$ cat config.mk
export PLATFORM = sky130hd
export DESIGN_NAME = dsp_mac_sequencer
export DESIGN_NICKNAME = d
export VERILOG_FILES = /design/src/rtl/dsp_mac_sequencer.sv
export SDC_FILE = /design/constraint.sdc
export NUM_CORES = 1
export LEC_CHECK = 0
export BUFFER_PORTS_ARGS = -buffer_cell sky130_fd_sc_hd__buf_4
export CAP_MARGIN = 30
export CORE_UTILIZATION = 46
export DETAILED_ROUTE_END_ITERATION = 7
export GPL_TIMING_DRIVEN = 1
export PLACE_DENSITY = 0.84
export RECOVER_POWER = 25
export SLEW_MARGIN = 20
export SYNTH_ARGS = -nofsm -noshare
export SYNTH_HDL_FRONTEND = slang
export SYNTH_SLANG_ARGS = --single-unit
$ cat constraint.sdc
create_clock -name CLK -period 5.2 [get_ports CLK]
set_input_delay 1.04 -clock CLK [delete_from_list [all_inputs] [get_ports CLK]]
set_output_delay 1.04 -clock CLK [all_outputs]
set_load 0.05 [all_outputs]
$ cat src/rtl/dsp_mac_sequencer.sv
// Sequencer that turns a command plus a valid/ready operand stream into MAC slice pin activity
// and returns one signed dot-product result per command.
//
// state  | meaning
// GUARD  | two cycles after reset, flushes the slice's ACC_EN delay line
// IDLE   | waiting for a command
// CLEAR  | loads the bias into the slice accumulator
// STREAM | forwards operand pairs to the slice
// DRAIN  | waits out the slice's multiply/accumulate pipeline, then captures the result
// RESULT | holds the result until it is consumed
module dsp_mac_sequencer #(
    parameter int WIDTH_OP1 = 18,
    parameter int WIDTH_OP2 = 18,
    parameter int WIDTH_OUT = 48,
    parameter int WIDTH_LEN = 16
) (
    input  logic                 CLK,
    input  logic                 RST,
    input  logic                 CMD_VALID,
    output logic                 CMD_READY,
    input  logic [WIDTH_LEN-1:0] CMD_LEN,
    input  logic [WIDTH_OUT-1:0] CMD_BIAS,
    input  logic                 IN_VALID,
    output logic                 IN_READY,
    input  logic [WIDTH_OP1-1:0] IN_A,
    input  logic [WIDTH_OP2-1:0] IN_B,
    output logic                 DSP_EN,
    output logic                 DSP_ACC_EN,
    output logic                 DSP_ACC_IN_EN,
    output logic [WIDTH_OP1-1:0] DSP_OP1,
    output logic [WIDTH_OP2-1:0] DSP_OP2,
    output logic [WIDTH_OUT-1:0] DSP_ACC,
    input  logic [WIDTH_OUT-1:0] DSP_OUT,
    output logic                 RES_VALID,
    input  logic                 RES_READY,
    output logic [WIDTH_OUT-1:0] RES_DATA
);

    typedef enum logic [2:0] {
        GUARD,
        IDLE,
        CLEAR,
        STREAM,
        DRAIN,
        RESULT
    } state_t;

    localparam logic [1:0]           GUARD_TC = 2'd1;
    localparam logic [1:0]           DRAIN_TC = 2'd2;
    localparam logic [WIDTH_LEN-1:0] LEN_ONE  = WIDTH_LEN'(1);

    state_t               state_q, state_d;
    logic [1:0]           tmr_q, tmr_d;
    logic [WIDTH_LEN-1:0] rem_q, rem_d;
    logic [WIDTH_OUT-1:0] bias_q, bias_d;
    logic [WIDTH_OUT-1:0] res_q, res_d;

    always_ff @(posedge CLK or posedge RST) begin
        if (RST) begin
            state_q <= GUARD;
            tmr_q   <= GUARD_TC;
            rem_q   <= '0;
            bias_q  <= '0;
            res_q   <= '0;
        end else begin
            state_q <= state_d;
            tmr_q   <= tmr_d;
            rem_q   <= rem_d;
            bias_q  <= bias_d;
            res_q   <= res_d;
        end
    end

    always_comb begin
        state_d       = state_q;
        tmr_d         = tmr_q;
        rem_d         = rem_q;
        bias_d        = bias_q;
        res_d         = res_q;
        CMD_READY     = 1'b0;
        IN_READY      = 1'b0;
        DSP_ACC_EN    = 1'b0;
        DSP_ACC_IN_EN = 1'b0;
        DSP_OP1       = '0;
        DSP_OP2       = '0;
        DSP_ACC       = '0;
        RES_VALID     = 1'b0;

        case (state_q)
            GUARD: begin
                if (tmr_q == 2'd0) begin
                    state_d = IDLE;
                end else begin
                    tmr_d = tmr_q - 2'd1;
                end
            end
            IDLE: begin
                CMD_READY = 1'b1;
                if (CMD_VALID) begin
                    rem_d   = CMD_LEN;
                    bias_d  = CMD_BIAS;
                    state_d = CLEAR;
                end
            end
            CLEAR: begin
                DSP_ACC_IN_EN = 1'b1;
                DSP_ACC       = bias_q;
                if (rem_q == '0) begin
                    state_d = DRAIN;
                    tmr_d   = DRAIN_TC;
                end else begin
                    state_d = STREAM;
                end
            end
            STREAM: begin
                IN_READY = 1'b1;
                if (IN_VALID) begin
                    DSP_OP1    = IN_A;
                    DSP_OP2    = IN_B;
                    DSP_ACC_EN = 1'b1;
                    rem_d      = rem_q - LEN_ONE;
                    if (rem_q == LEN_ONE) begin
                        state_d = DRAIN;
                        tmr_d   = DRAIN_TC;
                    end
                end
            end
            DRAIN: begin
                // Last pair was registered at DRAIN entry; its add lands one edge before this capture.
                if (tmr_q == 2'd0) begin
                    res_d   = DSP_OUT;
                    state_d = RESULT;
                end else begin
                    tmr_d = tmr_q - 2'd1;
                end
            end
            RESULT: begin
                RES_VALID = 1'b1;
                if (RES_READY) begin
                    state_d = IDLE;
                end
            end
            default: begin
                state_d = GUARD;
                tmr_d   = GUARD_TC;
            end
        endcase
    end

    // The slice's ACC_EN delay line runs regardless of EN, so EN stays up outside reset.
    assign DSP_EN   = ~RST;
    assign RES_DATA = res_q;

endmodule

* Word-level counts from Yosys, hierarchy flattened
Index checks and enable logic that the tools add are counted.
** Storage, ports and cells
- Register bits after elaboration :: 117
- Output and inout port bits :: 138
** Operators by class
- Add/subtract/negate cells :: 2
- Reduce and logical (&&, ||, !) cells :: 11
- Bitwise gates (word level) :: 2
- Equal/unequal tests :: 14
- Muxes and demuxes :: 27
** Operators with widths (number)
- 2-to-1 mux 18 bit :: 4
- 2-to-1 mux 48 bit :: 1
- 2-to-1 mux 16 bit :: 2
- case mux 16 bit (2 select lines) :: 1
- 2-to-1 mux 3 bit :: 7
- case mux 3 bit (6 select lines) :: 1
- equality test 16 x 1 -> 1 bit, second input constant :: 1
- zero test 16 bit :: 1
- != test 2 bit, second input constant :: 8
- subtractor 16 x 1 -> 16 bit, second input constant :: 1
- 2-to-1 mux 2 bit :: 4
- case mux 2 bit (4 select lines) :: 1
- equality test 3 x 2 -> 1 bit, second input constant :: 2
- equality test 3 bit, second input constant :: 2
- 2-to-1 mux 1 bit :: 6
- AND reduction 6 bit :: 1
- AND reduction 5 bit :: 1
- AND reduction 2 bit :: 2
- OR reduction 2 bit :: 2
- equality test 3 x 1 -> 1 bit, second input constant :: 1
- zero test 3 bit :: 1
- AND reduction 3 bit :: 1
- zero test 2 bit :: 1
- inverter 1 bit :: 2
- other kinds (2) :: 2

* Logic depth before layout (Yosys ltp)
Gate-level depths: netlist of the first run.
- Word-level depth :: 4
- Gate-level depth with buffers :: 8
- Gate-level depth less buffers :: 7

* Worst setup path after synthesis of the first run
No wires, ideal clock.
- Path type :: input port to output port
- From :: input port RST
- To :: output port DSP_EN
- Stages :: 1
- Arrival time :: 3.729 ns
- Path slack :: 0.431 ns
- Buffers on the path :: 0
- Cells stage by stage :: inv_1
** Between the ends
- Word-level cells in the longest chain between the ends :: 1
** Ends and longest elaborated chain
- start: declaration :: RTL line 18 : input logic RST,
- inverter 1 bit :: RTL line 151 : assign DSP_EN = ~RST;
- end: declaration :: RTL line 27 : output logic DSP_EN,
Every way passes these cells.

* Final worst setup path of the first run
- From :: register state_q[2]
- To :: output port IN_READY
** Between the ends
- Word-level cells in the longest chain between the ends :: 2
** Ends and longest elaborated chain
- start: declaration :: RTL line 52 : state_t state_q, state_d;
- start signal: assignment :: RTL line 66 : state_q <= state_d;
- equality test 3 x 2 -> 1 bit :: RTL line 89 : case (state_q)
- 2-to-1 mux 1 bit :: RTL line 89
- end: declaration :: RTL line 24 : output logic IN_READY,
Every way passes these cells.

==> reports/results.txt, run 1 <==
Startpoint type of the worst setup path: a register. The synthesized design spends more area on one cell type than any other, namely dfrtp_1. On the critical path, the stage with the largest delay is an instance of clkinvlp_2. The endpoint identified for the worst register-to-register timing path is bias_q[16].

The post-synthesis average cell area came out at 12.2 um^2. The flow ran to the end, and the final reports show no timing, DRC or antenna violations. Category of the most critical setup path: register to primary output.

For the detailed-router iteration count before antenna repair, the log shows 5. Dividing total power by cell area gives a power density of 702 nW/um^2. The number of antenna diodes in the final layout is 0.

For the sequential cell area, the log shows 2930 um^2. Start point of the critical path: state_q[2]. The number of cells on the critical path works out to 4. The worst flop-to-flop path startpoint was state_q[2]. Final global-route overflow total: 0. The run gives 478 as the gate count after technology mapping. Detailed placement ended at an HPWL of 12.2 mm.

The run gives 0 as the number of antenna violations at the first check in global routing. Setup repair after global routing left no endpoint under its margin. The instance area at placement is 8080 um^2, and the initial core utilization is 0.479.

For the sink count of the clock tree, the log shows 117. For the number of H-tree levels, the log shows 4. The number of I/O port buffers was 290; the cell area after synthesis was 5850 um^2. The number of library cell types mapped by synthesis is 53, and the per-cell via count in the routed design is 5.16.

The top-area cell type share of the netlist area works out to 0.496. The fill cell instance count of the final layout came out at 914. The commonest cells after synthesis are 116 x dfrtp_1, 50 x and3_1, 49 x mux2_4.

After clock tree synthesis, the clock-pin slew on the worst setup and hold paths is 0.06 ns. For the overall fraction of global-route tracks in use, the log shows 0.262. The detailed router finished its first iteration with 301 violations. The first global-routing pass estimated 26.0 mm of wire. At the pin with the least slew margin, the transition time is 1.17 ns. Across the run, the number of max-cap violations was 0. The number of cells on the worst reg-to-reg path is 6.

Routability-driven placement finished with a final weighted congestion of 0.814. Pin placement for this block handled 291 I/O pins. The number of design rule violations left after detail routing was 0. TritonCTS created 17 clock buffers.

Summing all multi-input logic gate instances after layout gives 2680 um^2. In this run the top signal layer used is met4. The run gives 40 as the row count.

In the final routed layout, each cell accounts on average for 18.1 um. In this design, the stage delay of the slowest critical-path cell is 0.96 ns. The number of nets in the synthesized netlist is 635. In this run, post-CTS hold repair placed 0 buffers. Across the routed clock network, the largest skew measured is 0.00563 ns. Along the worst path, the maximum fanout reaches 34.

Traced cell by cell, the critical path runs through and2b_4, nand2_4, clkinvlp_2, buf_4. After synthesis the netlist holds a flip-flop and latch count of 117. Entering global routing, the biggest net connects 67 pins. The fraction of synthesis flops using an asynchronous set or reset pin came out at 1.00. The category of the worst setup path capture point was a primary output.

In this run, synthesis inferred 0 flip-flops with an integrated enable. The width of the die is 115 um, and the height of the die is 115 um. Area growth from synthesis to final layout: 46.9%.

The period utilization was 0.742. For the number of nets with antenna violations after detailed routing, the log shows 0. Yosys instantiated no cell more often than dfrtp_1. The worst path in the final design needs a cycle of 3.86 ns, including I/O delays and setup.

TritonCTS built the clock tree. The tree is rooted in a clkbuf_16. The routed design has 17.0 mm of wire.

For the number of endpoints with negative hold slack in the final report, the log shows 0. After synthesis, the cell types taking the most area are dfrtp_1 50%, mux2_4 13%, mux2_2 9.2%. The worst hold path belongs to the class register to register. The later-pin clock latency in the skew report was 0.41 ns. Number of setup violations in the final report: 0. The share of post-route cells with drive strength above 1 was 0.532. The sequential-to-total area share from yosys stat was 0.501. The run gives 0 as the buffers inserted during post-CTS setup optimization.

The die outline area was 13200 um^2. Number of global-route vias before repair: 4970. The routed design uses 1.30 mm of met3 wire.

Capturing element of the worst setup path: IN_READY. Most used flip-flop cell after synthesis: dfrtp_1. In the final routing, the length of wire on met1 measures 6.35 mm. The run gives 0.216 as the tightest slew margin relative to the limit. The maximum buffer depth of the clock tree is 2, and the core footprint is 12200 um^2. For the number of warnings reported in the yosys synthesis log, the log shows 0. The routed layout has 4849 vias. The register-to-register path setup slack is 1.35 ns, and the number of max-slew violations in the final report is 0.

At the worst endpoint, the arrival time is 2.82 ns. The finished cells cover 8590 um^2. The worst-case vdd ir drop was 0.375 mV; the critical path required time was 4.16 ns.

Counting both buffers and inverters, the worst setup path holds a total of 2. For this run, the post-layout net count is 915. The setup total negative slack came out at 0 ns. For this design the static power due to leakage is 4.37 nW.

The cell family contributing the most delay on the critical path is buffers and inverters. Gates resized during post-CTS repair numbered 0. In the detailed route, the total length drawn on met2 is 8.77 mm. The peak clock frequency supported by timing was 0.259 GHz.
==> metrics by stage <==
step	instances	hold slack, ns	power (mW)	setup slack, ns	util
4_1_cts	939	0.507	6.17	1.70	0.713
5_1_grt	939	0.517	6.32	1.18	0.703
3_5_place_dp	907	0.488	4.88	1.82	0.662
6_report	939	0.504	6.03	1.34	0.703
2_1_floorplan	478	0.474	4.00	0.431	-
3_3_place_gp	907	0.484	4.77	2.02	0.662
==> power breakdown <==
group | switching, mW | total, mW | leakage [nW] | internal, mW
logic | 1.92 | 3.06 | 2.64 | 1.13
clock network | 0.443 | 1.25 | 0.306 | 0.808
registers | 0.338 | 1.72 | 1.43 | 1.38
==> sequential cells by signal, summed over array words and instances, names as in the netlist <==
| name | count |
|---|---|
| tmr_q | 2 |
| state_q | 3 |
| RES_DATA | 48 |
| rem_q | 16 |
| bias_q | 48 |
==> layer usage <==
layer | global-route usage | up-vias
met2 | 0.449 | 231
met3 | 0.0849 | 46
met5 | 0 | -
li1 | - | 2260
met4 | 0.127 | 0
met1 | 0.296 | 2312
==> kinds of logic after synthesis <==
| kind of cell | synth area share |
|---|---|
| buf+inv | 0.0402 |
| xor+xnor | 0.00150 |
| mux | 0.222 |
| compound gates | 0.0599 |
| flops | 0.501 |
| fa+ha+maj | 0.00856 |
| simple gates | 0.167 |
==> cells in the final DEF, fill, tap and decap left out, types with 2 or more instances in the layout <==
cell,count
a21oi_1,22
and2_0,2
and2_1,37
and3_1,50
buf_4,267
bufinv_16,4
clkbuf_1,29
clkbuf_16,17
clkinv_2,2
clkinv_4,3
dfrtp_1,116
ha_1,4
inv_1,7
inv_6,4
mux2_2,48
mux2_4,48
mux2i_1,2
nand2_1,19
nand2b_1,2
nand3_1,5
nand4_1,4
nor2_1,15
nor3_1,6
nor3_2,3
nor4_4,2
o211ai_1,2
o21a_1,2
o21ai_0,13
o22ai_1,5
o32ai_1,2
==> worst min-delay path by stage <==
stage                 startpoint      endpoint  cells past startpoint
floorplan             bias_q[10]    bias_q[10]                      1
global placement      bias_q[13]    bias_q[13]                      1
detailed placement    bias_q[45]    bias_q[45]                      1
CTS                   bias_q[21]    bias_q[21]                      1
global route           bias_q[6]     bias_q[6]                      1
finish              RES_DATA[17]  RES_DATA[17]                      1
==> cell type report <==
class / instances / share of cell area
inverter: 9 / 0.00437
clock buffer: 18 / 0.0500
sequential: 117 / 0.341
multi-input combinational: 318 / 0.311
timing repair buffer: 295 / 0.246
tap: 168 / 0.0245
clock inverter: 14 / 0.0232
No activity file was read; power rests on OpenSTA's default activity.
==> inputs of run 2 (changes only) <==
--- a/config.mk
+++ b/config.mk
@@ -7,10 +7,10 @@
 export LEC_CHECK = 0
 export BUFFER_PORTS_ARGS = -buffer_cell sky130_fd_sc_hd__buf_4
 export CAP_MARGIN = 30
-export CORE_UTILIZATION = 46
+export CORE_UTILIZATION = 42
 export DETAILED_ROUTE_END_ITERATION = 7
 export GPL_TIMING_DRIVEN = 1
-export PLACE_DENSITY = 0.84
+export PLACE_DENSITY = 0.81
 export RECOVER_POWER = 25
 export SLEW_MARGIN = 20
 export SYNTH_ARGS = -nofsm -noshare
==> constraint.sdc (replaced) <==
create_clock -name CLK -period 3.45 [get_ports CLK]
set_input_delay 0.69 -clock CLK [delete_from_list [all_inputs] [get_ports CLK]]
set_output_delay 0.69 -clock CLK [all_outputs]
set_load 0.05 [all_outputs]
==> run 2 against run 1 <==
Count of clock-buffer cells in the layout rose by 2. Global-route usage fell by 3.5 points. Worst setup slack got worse by 0.99 ns. Via count fell by 2.3%. Die area rose by 9.4%. Combinational power rose by 56%. Utilization fell by 5.4 points. Worst hold slack got worse by 0.0022 ns. Largest cell class unchanged. Sequential share of layout area fell by 0.46 points.
==> reports/results.txt, run 2 (same netlist as run 1, synthesis figures left out) <==
The flow ran to the end, and the final reports show no timing, DRC or antenna violations. The cell leakage power came out at 4.48 nW (was 4.37 nW). Clock slew seen by the registers of the worst setup and hold paths: 0.06 ns (about the same). The share of post-route cells with drive strength above 1 is 0.573 (was 0.532), and the per-cell via count in the routed design is 5.00 (was 5.16).

Commonest cells after routing, fill and taps aside: 292 x buf_4, 116 x dfrtp_1, 50 x and3_1 (was 267 x buf_4, 116 x dfrtp_1, 50 x and3_1). The period utilization came out at 0.899. The final global-route overflow total came out at 0 (unchanged). The count of routing violations after the opening detailed-route iteration is 235 (was 301). The most common cell after layout, fill and taps aside is buf_4 (unchanged). The run gives 14400 um^2 (was 13200 um^2) as the die outline area. The number of buffers added by the clock tree synthesis step was 17 (unchanged); the detailed-placement wirelength estimate was 12.1 mm (was 12.2 mm). The width of the die was 120 um (was 115 um). The logs give 0 (unchanged) for the number of design rule violations left after detail routing and 1.10 mm (was 1.30 mm) for the detailed-routed wire length on met3. The last weighted congestion value of the routability-driven placer is 0.835 (was 0.814). The run gives 1016 (was 914) as the fill cell instance count of the final layout. The vias after detailed routing was 4736 (was 4849); the area taken by multi-input logic gates was 2690 um^2 (was 2680 um^2).

The pin count of the biggest net entering global routing was 62 (was 67); the number of global-route vias before repair was 4872 (was 4970). Static timing analysis puts the maximum clock frequency at 0.323 GHz. The height of the die is 120 um (was 115 um). The number of max-slew violations in the final report was 0 (unchanged); the overall fraction of global-route tracks in use was 0.228 (was 0.262).

The core footprint was 13400 um^2 (was 12200 um^2); the transition time at the pin with the least slew margin was 1.29 ns (was 1.17 ns). The antenna diode instance count came out at 0 (unchanged). The sink count of the clock tree was 117 (unchanged); the buffers inserted during post-CTS setup optimization was 0 (unchanged).

The tightest slew margin relative to the limit was 0.141 (was 0.216); the final layout net count was 916 (was 915). For the max-capacitance violation count, the log shows 0 (unchanged). The category of the most critical setup path is register to primary output (unchanged). The total of hold buffers inserted after clock tree synthesis was 0 (unchanged). The number of H-tree levels was 4 (unchanged); the initial core utilization was 0.436 (was 0.479). The run gives 0.40 ns (was 0.41 ns) as the later-pin clock latency in the skew report.

The number of I/O port buffers was 290 (unchanged). The area growth from synthesis to final layout came out at 48.9% (was 46.9%). TritonCTS built the clock tree. The tools report the maximum buffer depth of the clock tree as 2 (unchanged).

The kind of path behind the tightest hold check is register to register (unchanged). The sequential cell area is 2930 um^2 (unchanged), and the largest fanout of any net on the critical path is 37 (was 34). The logs give 25.1 mm (was 26.0 mm) for the first-pass GRT wire length and 0.00730 ns (was 0.00563 ns) for the post-route clock skew. Worst-case vdd ir drop: 0.482 mV (was 0.375 mV). The power density over cell area works out to 1040 nW/um^2 (was 702 nW/um^2). The startpoint type of the worst setup path is a register (unchanged). The uppermost layer routed is met4 (unchanged). The run gives 0 (unchanged) as the number of antenna violations at the first check in global routing.

The run gives 2.76 ns (was 4.16 ns) as the critical path required time. The met2 wire length was 8.49 mm (was 8.77 mm). Detailed-route wire length: 16.4 mm (was 17.0 mm). The setup total negative slack came out at 0 ns (unchanged).

The placed instance count came out at 916 (was 907). The logs give 0 (unchanged) for the number of setup violations in the final report and 948 (was 939) for the filler-free cell count of the finished design. The row count came out at 42 (was 40). The met1 routed wirelength after detailed routing came out at 6.50 mm (was 6.35 mm). Final period demand of the worst path: 3.10 ns. The arrival time at the worst endpoint is 2.41 ns (was 2.82 ns), and the total of cells resized after clock tree synthesis is 0 (unchanged). The tools report the number of endpoints with negative hold slack in the final report as 0 (unchanged).

The run gives 0 (unchanged) as the number of nets with antenna violations after detailed routing. Setup repair after global routing left no endpoint under its margin. The run gives 291 (unchanged) as the number of top-level pins. The category of the worst setup path capture point was a primary output (unchanged).

Clock root buffer master: clkbuf_16 (unchanged). The detailed-router iteration count before antenna repair is 4 (was 5), and the detail-routed net length per standard cell is 17.3 um (was 18.1 um).
run 2: per-stage QoR:
| stage | instance area [um^2] | total power, mW | hold WS [ns] | util | setup slack [ns] |
|---|---|---|---|---|---|
| final | 8710 | 9.10 | 0.502 | 0.650 | 0.350 |
| after global routing | 8710 | 9.55 | 0.497 | 0.650 | 0.182 |
| after CTS | 8710 | 9.17 | 0.357 | 0.650 | 0.354 |
| after detailed placement | 8110 | 7.37 | 0.487 | 0.606 | 0.782 |
| after global placement | 8110 | 7.21 | 0.485 | 0.606 | 0.936 |
| after floorplan | 5850 | 6.04 | 0.474 | - | 0.474 |
run 2: final cells by class:
| type | instances | share of cell area |
|---|---|---|
| clock buffers | 20 | 0.0525 |
| flip-flops and latches | 117 | 0.336 |
| multi-input cells | 318 | 0.309 |
| inverters | 9 | 0.00431 |
| repair buffers | 296 | 0.256 |
| well taps | 176 | 0.0253 |
| clock inverters | 12 | 0.0165 |
run 2: layer usage:
metal,up-vias,GRT usage
met2,203,0.402
met3,20,0.0627
met1,2262,0.262
li1,2251,-
met4,0,0.0805
met5,-,0
run 2: report_power, final:
group,leakage (nW),total [mW],internal (mW),switching (mW)
Combinational,2.77,4.76,1.86,2.90
Clock,0.284,1.76,1.11,0.645
Sequential,1.43,2.58,2.09,0.494
Total,4.48,9.10,5.06,4.04
run 2: worst max-delay path, stage by stage (launching register included):
cell and delay (ns):
dfrtp_1 0.44, and2b_4 0.33, and3_1 0.77, and2_1 0.25, buf_4 0.20
run 2: worst paths after layout:
path | depth (start not counted) | endpoint | start | slack, ns
worst min register to register | 1 | bias_q[20] | bias_q[20] | 0.50
worst min-delay path | 1 | bias_q[20] | bias_q[20] | 0.50
min in group asynchronous | 2 | RES_DATA[6] | RST | 0.53
worst max register to register | 6 | bias_q[26] | state_q[0] | 1.12
max in group asynchronous | 3 | RES_DATA[8] | RST | 1.12
worst max-delay path | 4 | DSP_OP1[15] | state_q[2] | 0.35
